===== src/rtl/program_loader.sv =====
// Framed program loader: length/data/checksum byte stream into processor memory, then restart and run.
// Optional inter-byte timeout enabled by defining LOADER_TIMEOUT_EN.
module program_loader #(
  parameter int unsigned ADDR_W      = 4,
  parameter int unsigned DATA_W      = 8,
  parameter int unsigned DEPTH       = 16,
  parameter int unsigned TIMEOUT_CYC = 255
) (
  input  logic              main_clk,
  input  logic              restart_n,
  input  logic [DATA_W-1:0] rx_data,
  input  logic              rx_valid,
  output logic              rx_ready,
  output logic              mem_we,
  output logic [ADDR_W-1:0] mem_addr,
  output logic [DATA_W-1:0] mem_wdata,
  output logic              proc_restart,
  output logic              controller_enable,
  input  logic              reload,
  input  logic              err_clr,
  output logic              load_busy,
  output logic              load_done,
  output logic              load_err,
  output logic [1:0]        err_code
);

  localparam int unsigned CNT_W = $clog2(DEPTH + 1);

  localparam logic [1:0] ERR_NONE    = 2'b00;
  localparam logic [1:0] ERR_LENGTH  = 2'b01;
  localparam logic [1:0] ERR_CSUM    = 2'b10;
  localparam logic [1:0] ERR_TIMEOUT = 2'b11;

  if (DEPTH > (32'd1 << ADDR_W) || TIMEOUT_CYC == 0) begin : g_cfg_chk
    $error("program_loader: DEPTH exceeds address space or TIMEOUT_CYC is zero");
  end

  typedef enum logic [2:0] {
    S_IDLE,
    S_DATA,
    S_CSUM,
    S_START,
    S_RUN,
    S_ERR
  } state_t;

  state_t             r_state, w_state_nxt;
  logic [CNT_W-1:0]   r_cnt, w_cnt_nxt;
  logic [ADDR_W-1:0]  r_addr, w_addr_nxt;
  logic [DATA_W-1:0]  r_sum, w_sum_nxt;
  logic [1:0]         r_err_code, w_err_code_nxt;

  logic               r_rx_ready;
  logic               r_mem_we;
  logic [ADDR_W-1:0]  r_mem_addr;
  logic [DATA_W-1:0]  r_mem_wdata;
  logic               r_proc_restart;
  logic               r_ctrl_en;
  logic               r_load_busy;
  logic               r_load_done;
  logic               r_load_err;

  logic               w_xfer;
  logic               w_wr;

  assign w_xfer = rx_valid & r_rx_ready;
  assign w_wr   = (r_state == S_DATA) && w_xfer;

`ifdef LOADER_TIMEOUT_EN
  localparam int unsigned TMO_W = $clog2(TIMEOUT_CYC + 1);

  logic [TMO_W-1:0] r_tmo;
  logic             w_tmo_hit;

  assign w_tmo_hit = (r_tmo == TMO_W'(TIMEOUT_CYC));

  // Idle-cycle counter, restarted on every accepted byte and every state change
  always_ff @(posedge main_clk or negedge restart_n) begin
    if (!restart_n) begin
      r_tmo <= '0;
    end else if (w_xfer || (w_state_nxt != r_state) ||
                 !((r_state == S_DATA) || (r_state == S_CSUM))) begin
      r_tmo <= '0;
    end else begin
      r_tmo <= r_tmo + TMO_W'(1);
    end
  end
`endif

  // Next-state and datapath update
  always_comb begin
    w_state_nxt    = r_state;
    w_cnt_nxt      = r_cnt;
    w_addr_nxt     = r_addr;
    w_sum_nxt      = r_sum;
    w_err_code_nxt = r_err_code;
    case (r_state)
      S_IDLE: begin
        if (w_xfer) begin
          if ((rx_data == '0) || (rx_data > DATA_W'(DEPTH))) begin
            w_state_nxt    = S_ERR;
            w_err_code_nxt = ERR_LENGTH;
          end else begin
            w_cnt_nxt   = CNT_W'(rx_data);
            w_addr_nxt  = '0;
            w_sum_nxt   = rx_data;
            w_state_nxt = S_DATA;
          end
        end
      end
      S_DATA: begin
        if (w_xfer) begin
          w_sum_nxt  = r_sum + rx_data;
          w_addr_nxt = r_addr + ADDR_W'(1);
          w_cnt_nxt  = r_cnt - CNT_W'(1);
          if (r_cnt == CNT_W'(1)) begin
            w_state_nxt = S_CSUM;
          end
        end
`ifdef LOADER_TIMEOUT_EN
        else if (w_tmo_hit) begin
          w_state_nxt    = S_ERR;
          w_err_code_nxt = ERR_TIMEOUT;
        end
`endif
      end
      S_CSUM: begin
        if (w_xfer) begin
          if (rx_data == r_sum) begin
            w_state_nxt = S_START;
          end else begin
            w_state_nxt    = S_ERR;
            w_err_code_nxt = ERR_CSUM;
          end
        end
`ifdef LOADER_TIMEOUT_EN
        else if (w_tmo_hit) begin
          w_state_nxt    = S_ERR;
          w_err_code_nxt = ERR_TIMEOUT;
        end
`endif
      end
      S_START: begin
        w_state_nxt = S_RUN;
      end
      S_RUN: begin
        if (reload) begin
          w_state_nxt = S_IDLE;
        end
      end
      S_ERR: begin
        if (err_clr) begin
          w_state_nxt    = S_IDLE;
          w_err_code_nxt = ERR_NONE;
        end
      end
      default: begin
        w_state_nxt = S_IDLE;
      end
    endcase
  end

  always_ff @(posedge main_clk or negedge restart_n) begin
    if (!restart_n) begin
      r_state    <= S_IDLE;
      r_cnt      <= '0;
      r_addr     <= '0;
      r_sum      <= '0;
      r_err_code <= ERR_NONE;
    end else begin
      r_state    <= w_state_nxt;
      r_cnt      <= w_cnt_nxt;
      r_addr     <= w_addr_nxt;
      r_sum      <= w_sum_nxt;
      r_err_code <= w_err_code_nxt;
    end
  end

  // Outputs are registered from the next state so they line up with r_state
  always_ff @(posedge main_clk or negedge restart_n) begin
    if (!restart_n) begin
      r_rx_ready     <= 1'b0;
      r_mem_we       <= 1'b0;
      r_mem_addr     <= '0;
      r_mem_wdata    <= '0;
      r_proc_restart <= 1'b0;
      r_ctrl_en      <= 1'b0;
      r_load_busy    <= 1'b0;
      r_load_done    <= 1'b0;
      r_load_err     <= 1'b0;
    end else begin
      r_rx_ready     <= (w_state_nxt == S_IDLE) || (w_state_nxt == S_DATA) ||
                        (w_state_nxt == S_CSUM);
      r_mem_we       <= w_wr;
      if (w_wr) begin
        r_mem_addr  <= r_addr;
        r_mem_wdata <= rx_data;
      end
      r_proc_restart <= (w_state_nxt == S_START);
      r_ctrl_en      <= (w_state_nxt == S_RUN);
      r_load_done    <= (w_state_nxt == S_RUN);
      r_load_busy    <= (w_state_nxt == S_DATA) || (w_state_nxt == S_CSUM) ||
                        (w_state_nxt == S_START);
      r_load_err     <= (w_state_nxt == S_ERR);
    end
  end

  assign rx_ready          = r_rx_ready;
  assign mem_we            = r_mem_we;
  assign mem_addr          = r_mem_addr;
  assign mem_wdata         = r_mem_wdata;
  assign proc_restart      = r_proc_restart;
  assign controller_enable = r_ctrl_en;
  assign load_busy         = r_load_busy;
  assign load_done         = r_load_done;
  assign load_err          = r_load_err;
  assign err_code          = r_err_code;

endmodule

===== config.mk =====
export PLATFORM = sky130hd
export DESIGN_NAME = program_loader
export DESIGN_NICKNAME = d
export VERILOG_FILES = /design/src/rtl/program_loader.sv
export SDC_FILE = /design/constraint.sdc
export NUM_CORES = 1
export LEC_CHECK = 0
export CAP_MARGIN = 20
export CORE_MARGIN = 2
export CORE_UTILIZATION = 48
export CTS_CLUSTER_SIZE = 14
export DETAILED_ROUTE_END_ITERATION = 16
export HOLD_SLACK_MARGIN = 0.08
export PLACE_DENSITY_LB_ADDON = 0.08
export RECOVER_POWER = 25
export SLEW_MARGIN = 30
export SYNTH_ARGS = -nofsm -noshare
export SYNTH_HDL_FRONTEND = slang
export SYNTH_SLANG_ARGS = --single-unit

===== constraint.sdc =====
create_clock -name main_clk -period 2 [get_ports main_clk]
set_input_delay 0.3 -clock main_clk [delete_from_list [all_inputs] [get_ports main_clk]]
set_output_delay 0.3 -clock main_clk [all_outputs]
set_load 0.05 [all_outputs]

# --- Word level (Yosys, flattened, before mapping) ---
# Index checks and enable logic that the tools add are counted.
totals:
  reg_bits: 40
  output_inout_bits: 21
op_classes:
  addsub: 3
  n_lt_le_gt_ge: 1
  n_eq_ne: 19
  mux: 27
  bitwise_logic: 1
  reduce_logical: 13
op_table:
  columns: ["op", "count"]
  rows:
  - ["3-bit two-way mux", 8]
  - ["8-bit two-way mux", 3]
  - ["3-bit one-hot mux with 6 select lines", 1]
  - ["8-bit one-hot mux with 2 select lines", 1]
  - ["5-bit two-way mux", 3]
  - ["2-bit inequality test, second input constant", 7]
  - ["3-bit by 2-bit == test with 1-bit output, second input constant", 4]
  - ["3-bit == test, second input constant", 4]
  - ["4-bit two-way mux", 3]
  - ["2-bit two-way mux", 5]
  - ["5-bit one-hot mux with 2 select lines", 1]
  - ["8-bit adder", 1]
  - ["8-bit == test", 1]
  - ["8-bit by 5-bit > comparator with 1-bit output, second input constant", 1]
  - ["8-bit logical NOT", 1]
  - ["4-bit one-hot mux with 2 select lines", 1]
  - ["3-bit by 1-bit == test with 1-bit output, second input constant", 2]
  - ["3-bit logical NOT", 2]
  - ["2-bit one-hot mux with 3 select lines", 1]
  - ["6-bit AND reduction", 1]
  - ["5-bit by 1-bit == test with 1-bit output, second input constant", 1]
  - ["1-bit logical OR", 5]
  - ["5-bit by 1-bit subtractor with 5-bit output, second input constant", 1]
  - ["4-bit by 1-bit adder with 4-bit output, second input constant", 1]
  - ["other kinds (5)", 5]

# --- Logic depth before layout (Yosys ltp) ---
# Gate-level depths: netlist of run 1.
logic_depth:
  depth_word: 8
  depth_mapped: 8
  mapped_depth_nobuf: 8

# --- Worst setup path after synthesis of run 1 ---
# OpenSTA, ideal clock, no wires.
synth_timing:
  path_kind: "register to register"
  from: "register r_rx_ready (netlist: rx_ready)"
  to: "register r_sum[7]"
  setup_time_ps: 124
  t_arrival_ps: 2004
  slack_ps: -128
  stages_incl_launch_ff: 6
  synth_period_minus_slack_ps: 2128
  cell_sequence: "dfrtp_1 > nand2_1 > or4_4 > o31a_1 > buf_6 > a211o_1"
synth_via:
  elab_chain_cells: 3
  word_cells_on_any_way: 4
  cone_classes: "eq/ne (2); bitwise (1); reduce/logical (1)"
synth_rtl:
  columns: ["element", "line_no", "source"]
  rows:
  - ["start, declared", "53", "logic r_rx_ready;"]
  - ["start signal, assigned", "192", "r_rx_ready <= (w_state_nxt == S_IDLE) || (w_state_nxt == S_DATA) ||"]
  - ["1-bit AND *", "66", "assign w_xfer = rx_valid & r_rx_ready;"]
  - ["2-bit inequality test (no source line)", null, null]
  - ["4-bit AND reduction (no source line) *", null, null]
  - ["end signal, assigned", "174", "r_sum <= w_sum_nxt;"]
  - ["end, declared", "50", "logic [DATA_W-1:0] r_sum, w_sum_nxt;"]
# Mark *: on every way between the ends. The rest lies on a longest branch, timed or not.
# A chain may end at the register's enable or synchronous reset.

# --- Worst setup path in the final report of run 1 ---
layout_timing:
  from: "input port rx_data[2]"
  to: "register r_sum[6]"
layout_via:
  elab_chain_cells: 4
  word_cells_on_any_way: 8
  cone_classes: "add/sub (1); order compare (1); eq/ne (1); mux (2); reduce/logical (3)"
layout_rtl:
  columns: ["element", "line_no", "source"]
  rows:
  - ["start, declared", "11", "input logic [DATA_W-1:0] rx_data,"]
  - ["8-bit by 5-bit > comparator with 1-bit output or 8-bit logical NOT (tied branches)", "100", "if ((rx_data == '0) || (rx_data > DATA_W'(DEPTH))) begin"]
  - ["1-bit logical OR", "100", null]
  - ["2-bit inequality test (no source line)", null, null]
  - ["4-bit AND reduction (no source line)", null, null]
# Parallel ways exist; a longest one is shown, timed or not. The select of a mux whose other input is x is not followed.

==> reports/results.tsv, run 1 <==
metric	value	unit
status	complete, but fails checks	
violations	setup timing	
dr_wl_met2	2447	um
yosysTopAreaCellShare	46.81	%
top_layer	met4	
clk-insertion-delay-late	0.30	ns
critPathLaunchType	input port	
max_slew_margin	33.39	%
r2r-start	r_sum[0]	
cts_made_buffers	5	
synth_area_leaders	dfrtp_1, nand2_1, ha_1	
power	4.985	mW
area.growth.synth_to_final	41.54	%
num_antenna_cells	0	
fin_nets	333	
wl_met1	2373	um
critPathMaxStageDelay	0.52	ns
wl_met3	210	um
crit_type	input port to register	
cap_violations	0	
yosysWarningCount	0	
boundaryPins	34	
yosys.area.top_type	dfrtp_1	
wire_per_inst	14.21	um
min-delay-path-class	input port to register	
grt_pass1_vias	1910	
finalHoldViolCount	0	
async_flop_share	100.0	%
grt_overflow	0	
via_per_inst	5.285	
cp.arrival	2.19	ns
die_y	70.75	um
syn_inst	232	
synth_cell_type_count	50	
drtPass1Iterations	4	
slew_viol_final	0	
grt_pass1_wl	8880	um
core	4324	um^2
avgSynthCellArea	9.217	um^2
fmax	0.4989	GHz
worst_pin_slew	0.9991	ns
grt_max_degree	41	
gp_congestion	0.8614	
dp_hpwl	3804	um
fillCellCount	370	
rows	24	
synth_flop_cell	dfrtp_1	
finalSetupViolCount	1	
cp_max_fo	4	
tritoncts	yes	
rsz0062_at_grt	yes	
antenna_found_initial	0	
clock_skew	0.01053	ns
yosysSeqAreaShare	46.81	%
ys_ff_latch	40	
synth_edf_count	0	
path_cells	clkdlybuf4s50_1 -> ha_4 -> nor2b_2 -> o31a_1 -> o21a_1 -> or3_1 -> a32o_1	
setup.worst_path.end_class	register	
clock_path_buffers	2	
drt_iter0_markers	122	
die_x	70.75	um
p_per_area	1647	nW/um^2
cp.required	2.19	ns
synth_fp_nets	256	
path_clk_slew	0.08	ns
route.vias.total	1913	
hold_start	rx_data[5]	
ys_top_cells_by_count	nand2_1, dfrtp_1, nor2_1, o21ai_0, a21oi_1	
clkSinkCount	40	
wl	5143	um
layout_min_cycle_time	2.004	ns
dieArea	5005	um^2
post-synth-top-count-cell	nand2_1	
io_buffers	33	
drive_gt1_share	24.19	%
crit_slowest_cell	clkdlybuf4s50_1	
mappedNetlistArea	2138	um^2
antenna_left	0	
fin_crit_sh	100.2	%
p_leak	1.442	nW
ir_drop	679.9	uV
grt_usage	22.66	%
clockRootBuffer	clkbuf_8	
htreeDepth	2	
start_util	49.45	%
startpoint	rx_data[2]	
setup_slack	-0.004455	ns
drc	0	
finish.utilization	69.99	%
pre_cts_ws	-0.3678	ns
-- worst paths after layout --
kind                                end  slack, ns  cells after the start
min reg2reg                 mem_addr[2]       0.48                      2
min in group asynchronous    r_state[2]       0.80                      3
max                            r_sum[6]     -0.004                      7
max reg2reg                    r_sum[6]     -0.004                      8
max in group asynchronous      rx_ready       0.53                      3
min                        mem_wdata[5]       0.27                      3
-- cells in the final DEF (no fill, tap or decap), types with 2 or more instances in the layout --
master / Yosys / layout
nand3_1: 4 / 4
xnor2_1: 2 / 2
nand2_1: 52 / 52
inv_2: 1 / 2
o22a_1: 3 / 2
nor2b_1: 4 / 3
a211oi_1: 2 / 2
o21a_1: 3 / 3
bufinv_16: 0 / 2
a31oi_1: 3 / 2
dfrtp_1: 40 / 38
a21oi_2: 2 / 2
clkdlybuf4s50_1: 0 / 28
clkbuf_8: 0 / 5
or2_2: 2 / 2
o21ai_0: 16 / 13
ha_1: 10 / 8
and3_1: 2 / 2
o21ai_1: 2 / 5
nor2_1: 16 / 16
a21oi_1: 14 / 14
o31ai_1: 2 / 2
nor3_1: 3 / 3
nand2b_1: 2 / 2
inv_1: 8 / 7
dfrtp_2: 0 / 2
xor2_1: 3 / 2
or3_1: 4 / 4
dlymetal6s2s_1: 0 / 4
o31a_1: 2 / 2
buf_4: 1 / 43
-- kinds of logic (layout without fill, tap and decap cells) --
kind of cell / after synthesis / count (layout) / synth area share [%]
and+or+nand+nor: 97 / 97 / 20.83
buffers and inverters: 18 / 96 / 4.505
adders and majority gates: 11 / 11 / 6.788
xor gates and xnor gates: 5 / 5 / 2.048
muxes: 1 / 1 / 0.4681
AOI/OAI and AO/OA: 60 / 60 / 18.55
DFF: 40 / 40 / 46.81
-- where the power goes --
part / internal [mW] / leakage [nW] / switching (mW)
clock: 0.499 / 0.0654 / 0.289
sequential: 1.15 / 0.495 / 0.225
combinational: 1.19 / 0.881 / 1.63
-- per-stage QoR --
stage	setup TNS (ns)	hold WS, ns	area [um^2]	std cells
after floorplan	0	0.004409	2140	232
after global placement	-4.726	0.2857	2815	351
after detailed placement	-5.375	0.2858	2815	351
after CTS	-0.02196	0.4812	2960	360
after global routing	-0.1135	0.3102	3027	362
final	-0.004455	0.2679	3027	362
-- critical path: cells and delay by family --
kind                       cells  cell delay (ns)
adders and majority gates      1             0.23
and+or+nand+nor                2             0.46
AOI/OAI and AO/OA              3             0.68
buffers and inverters          1             0.52
-- area by class of cell --
class	count	area, um^2	share of cell area (%)
multi-input cells	174	1099	36.30
well taps	52	65.06	2.150
clock inverters	2	60.06	1.984
flip-flops and latches	40	1003	33.15
repair buffers	79	693.2	22.90
inverters	9	33.78	1.116
clock buffers	6	72.57	2.398
-- sequential cells by signal, summed over array words and instances (netlist names) --
name,flops
mem_wdata,8
r_state,3
r_addr,4
rx_ready,1
mem_addr,4
mem_we,1
r_sum,8
load_busy,1
r_cnt,5
load_err,1
proc_restart,1
load_done,1
err_code,2
-- what timing repair did --
item | 4_1_cts | 5_1_grt
resized for setup | 1 | 18
hold buffers | 1 | 0
endpoints found under the setup margin | 2 | 13
setup buffers | 0 | 2
pin swaps | 2 | 4
endpoints found under the hold margin | 40 | 0
-- layer usage --
metal / GRT usage (%) / up-vias
li1: - / 963
met1: 31.42 / 900
met2: 34.79 / 41
met3: 4.558 / 9
met4: 9.644 / 0
met5: 0 / -
Power figures use the tool's default switching activity.
==> run 2, diff against run 1 <==
CORE_UTILIZATION = 50   (was 48)
CTS_BUF_LIST = sky130_fd_sc_hd__clkbuf_4   (was unset)
==> run 2 against run 1 <==
The run now ends clean. Non-clock buffer count fell by 6. Clock skew fell by 0.0020 ns. Wire length fell by 2.8%. Critical path depth rose by 1. Combinational power fell by 2%. Maximum frequency rose by 1.9%. Via count fell by 3.6%. Clock power fell by 0.6%. Largest cell class unchanged. Largest power group unchanged.
==> reports/results.tsv, run 2 (synthesized netlist as in run 1, its figures left out) <==
metric	value	unit
fin_crit_sh	98.39	%
grt_overflow	0	
htreeDepth	2	
via_per_inst	5.212	
antenna_left	0	
clock_path_buffers	2	
area.growth.synth_to_final	38.50	%
finalHoldViolCount	0	
clock_skew	0.008510	ns
grt_pass1_vias	1830	
wire_per_inst	14.12	um
fillCellCount	325	
rsz0062_at_grt	yes	
crit_type	register to register	
fin_tns_setup	0	ns
cp_max_fo	3	
tritoncts	yes	
clk-insertion-delay-late	0.34	ns
drc	0	
most-common-layout-cells	nand2_1, dfrtp_1, buf_4, clkdlybuf4s50_1, nor2_1	
die_x	69.40	um
fmax	0.5082	GHz
setup.worst_path.end_class	register	
io_buffers	33	
cp.required	2.25	ns
status	complete, no violations	
final_common_cell	nand2_1	
boundaryPins	34	
cts_made_buffers	5	
dieArea	4816	um^2
max_slew_margin	17.96	%
wl	4998	um
drt_iter0_markers	117	
p_per_area	1662	nW/um^2
finalSetupViolCount	0	
grt_max_degree	22	
cp.arrival	2.22	ns
path_cells	ha_2 -> inv_2 -> fa_2 -> nor2b_2 -> o31a_1 -> o21a_1 -> or3_1 -> a32o_1	
slew_viol_final	0	
finish.utilization	72.99	%
num_antenna_cells	0	
rows	23	
path_clk_slew	0.12	ns
cap_violations	0	
grt_pass1_wl	8480	um
dpl.cell_count	343	
power	4.924	mW
ir_drop	814.8	uV
critPathLaunchType	register	
core	4058	um^2
worst_pin_slew	1.231	ns
start_util	52.70	%
layout.cells.non_filler	354	
holdWs	0.4723	ns
clkSinkCount	40	
grt_usage	21.73	%
clockRootBuffer	clkbuf_4	
drive_gt1_share	22.70	%
p_leak	1.384	nW
min-delay-path-class	input port to register	
antenna_found_initial	0	
layout_min_cycle_time	1.968	ns
die_y	69.40	um
route.vias.total	1845	
critPathMaxStageDelay	0.40	ns
crit_slowest_cell	dfrtp_1	
gp_congestion	0.8634	
dp_hpwl	3767	um
fin_nets	327	
drtPass1Iterations	4	
## run 2: cell types whose count changed in the layout (fill, tap and decap cells not counted), sizes merged
| cell | before | now |
|---|---|---|
| dlymetal6s2s | 4 | 1 |
| bufinv | 2 | 3 |
| clkbuf | 7 | 6 |
| buf | 45 | 39 |
| clkdlybuf4s50 | 28 | 31 |
## run 2: through the flow
step | area [um^2] | setup slack (ns)
finish | 2962 | 0.03219
detailed placement | 2755 | -0.4194
global placement | 2755 | -0.3800
floorplan | 2140 | 0.03296
global route | 2962 | -0.04888
CTS | 2898 | -0.01165
## run 2: metal layers
metal / vias to the layer above / track usage [%] / share of wire [%]
met1: 844 / 29.80 / 46
met3: 2 / 3.198 / 4.6
li1: 948 / - / -
met2: 51 / 35.47 / 49
met5: - / 0 / 0
met4: 0 / 6.972 / 0.54
## run 2: path summary, 6_finish.rpt
path | startpoint | depth (start not counted) | slack (ns) | endpoint
worst max register to register | r_sum[0] | 8 | 0.03 | r_sum[6]
min in group asynchronous | restart_n | 2 | 0.72 | mem_wdata[3]
worst min register to register | mem_addr[2] | 2 | 0.48 | mem_addr[2]
max in group asynchronous | restart_n | 2 | 0.47 | rx_ready
worst max-delay path | r_sum[0] | 8 | 0.03 | r_sum[6]
worst min-delay path | rx_data[1] | 4 | 0.47 | mem_wdata[1]
## run 2: cell type report
class / count / area [um^2] / area share (%)
repair buffers: 73 / 641.9 / 21.67
clock buffers: 5 / 37.54 / 1.267
clock inverters: 3 / 90.09 / 3.042
flip-flops and latches: 40 / 1002 / 33.84
inverters: 9 / 33.78 / 1.141
multi-input cells: 174 / 1094 / 36.92
well taps: 50 / 62.56 / 2.112
## run 2: repair_timing
| item | 4_1_cts | 5_1_grt |
|---|---|---|
| hold buffers | 1 | 0 |
| pin swaps | 0 | 3 |
| gates resized for setup | 2 | 13 |
| setup buffers | 0 | 2 |
| hold endpoints to repair | 20 | 0 |
| endpoints found under the setup margin | 2 | 9 |
## run 2: worst max-delay path, delay by kind of cell (launching register included)
kind | cells | cell delay (ns)
buffers and inverters | 1 | 0.06
adder cells (fa/ha/maj) | 2 | 0.40
flip-flops | 1 | 0.40
AND/OR/NAND/NOR | 2 | 0.35
AO/OA/AOI/OAI | 3 | 0.66
## run 2: power breakdown
part / internal [mW] / switching (mW) / total (mW)
Clock: 0.515 / 0.269 / 0.783
Combinational: 1.13 / 1.63 / 2.76
Sequential: 1.15 / 0.226 / 1.38
==> run 3, diff against run 2 <==
CORE_UTILIZATION = 45   (was 50)
SKIP_CTS_REPAIR_TIMING = 1   (was unset)
==> run 3 against run 2 <==
Global-route usage is 1.5 points lower. Cell count grew 2.5%. Largest power group unchanged. Register-to-register slack is essentially flat. Clock power is 31% lower. Worst hold slack improved by 0.012 ns. Critical path depth did not move. Utilization is 9.6 points lower.
==> reports/results.tsv, run 3 (synthesized netlist as in run 1, its figures left out) <==
metric	value	unit
wire_per_inst	13.75	um
rows	25	
start_util	45.88	%
status	complete, no violations	
fin_tns_setup	0	ns
die_x	72.94	um
power_switching	2.136	mW
clkSinkCount	40	
drive_gt1_share	24.60	%
clock_skew	0.01681	ns
switching_share	45.21	%
drc	0	
grt_overflow	0	
most-common-layout-cells	nand2_1, buf_4, dfrtp_1, clkdlybuf4s50_1, nor2_1	
htreeDepth	2	
dp_hpwl	3717	um
fmax	0.5023	GHz
clock_path_buffers	2	
fin_crit_sh	99.53	%
crit_type	input port to register	
slew_viol_final	0	
crit_slowest_cell	clkdlybuf4s50_1	
antenna_left	0	
grt_usage	20.27	%
cp.required	2.26	ns
drtPass1Iterations	4	
cp_num_buf_inv	2	
cap_violations	0	
layout_min_cycle_time	1.991	ns
cp.arrival	2.25	ns
internal_power	2.589	mW
path_cells	clkdlybuf4s50_1 -> inv_1 -> fa_2 -> nor2b_2 -> o31a_1 -> o21a_1 -> or3_1 -> a32o_1	
wl	4991	um
gp_congestion	0.8664	
power	4.726	mW
grt_pass1_wl	8238	um
route.vias.total	1931	
drt_iter0_markers	75	
critPathMaxStageDelay	0.51	ns
path_clk_slew	0.12	ns
finalHoldViolCount	0	
grt_pass1_vias	1798	
min-delay-path-class	register to register	
layout.cells.non_filler	363	
tritoncts	yes	
clockPowerShare	11.5	%
max_slew_margin	47.18	%
io_buffers	33	
ir_drop	786.9	uV
clk-insertion-delay-late	0.37	ns
finalSetupViolCount	0	
area.growth.synth_to_final	38.27	%
finish.utilization	63.44	%
setup.worst_path.end_class	register	
die_y	72.94	um
clockRootBuffer	clkbuf_4	
holdWs	0.4842	ns
dpl.cell_count	351	
boundaryPins	34	
core	4661	um^2
grt_max_degree	33	
combPwrFrac	59.5	%
antenna_found_initial	0	
rsz0062_at_grt	yes	
final_common_cell	nand2_1	
cp_max_fo	4	
power.share.sequential	29.0	%
p_per_area	1598	nW/um^2
critPathTopFamily	buffers and inverters	
cts_made_buffers	5	
via_per_inst	5.320	
worst_pin_slew	0.7923	ns
critPathLaunchType	input port	
ff2ff_setup_slack	0.02	ns
dieArea	5320	um^2
p_leak	1.372	nW
fin_nets	332	
num_antenna_cells	0	
run 3: stage by stage:
step | cell area, um^2 | worst slack (ns)
after floorplan | 2140 | 0.03296
after global placement | 2778 | -0.3362
after detailed placement | 2778 | -0.3706
after CTS | 2858 | -0.01229
after global routing | 2957 | -0.08818
final | 2957 | 0.009343
run 3: layer usage:
metal	part of all wire [%]	vias to the layer above	track usage (%)	routed length (um)
met1	48	916	26.46	2374
met3	3.0	13	4.282	148
li1	-	963	-	-
met5	0	-	0	0
met2	47	39	32.63	2345
met4	2.5	0	8.642	123
run 3: path summary, 6_finish.rpt:
check	startpoint	endpoint	cells past startpoint
max	rx_data[1]	r_sum[6]	8
min	mem_addr[3]	mem_addr[3]	2
max reg2reg	r_sum[0]	r_sum[6]	8
min reg2reg	mem_addr[3]	mem_addr[3]	2
max in group asynchronous	restart_n	r_sum[4]	3
min in group asynchronous	restart_n	load_done	2
run 3: power by group through the flow:
stage	combinational, mW	sequential, mW	clock, mW
after floorplan	1.20	1.93	0
after global placement	2.65	1.38	0
after detailed placement	2.67	1.39	0
after CTS	2.69	1.37	0.562
after global routing	3.07	1.42	0.591
final	2.81	1.37	0.543
run 3: layout make-up:
class                   instances  area [um^2]
multi-input cells             174         1106
well taps                      54        67.56
repair buffers                 78        665.6
flip-flops and latches         40         1003
clock inverters                 3        42.54
fillers                       409         1704
inverters                       9        33.78
clock buffers                   5        37.54
run 3: worst register-to-register path, delay by kind of cell (launching register included):
| kind | cells | cell delay, ns |
|---|---|---|
| AOI/OAI and AO/OA | 3 | 0.67 |
| adders and majority gates | 2 | 0.39 |
| buffers and inverters | 1 | 0.06 |
| DFF | 1 | 0.40 |
| and+or+nand+nor | 2 | 0.36 |
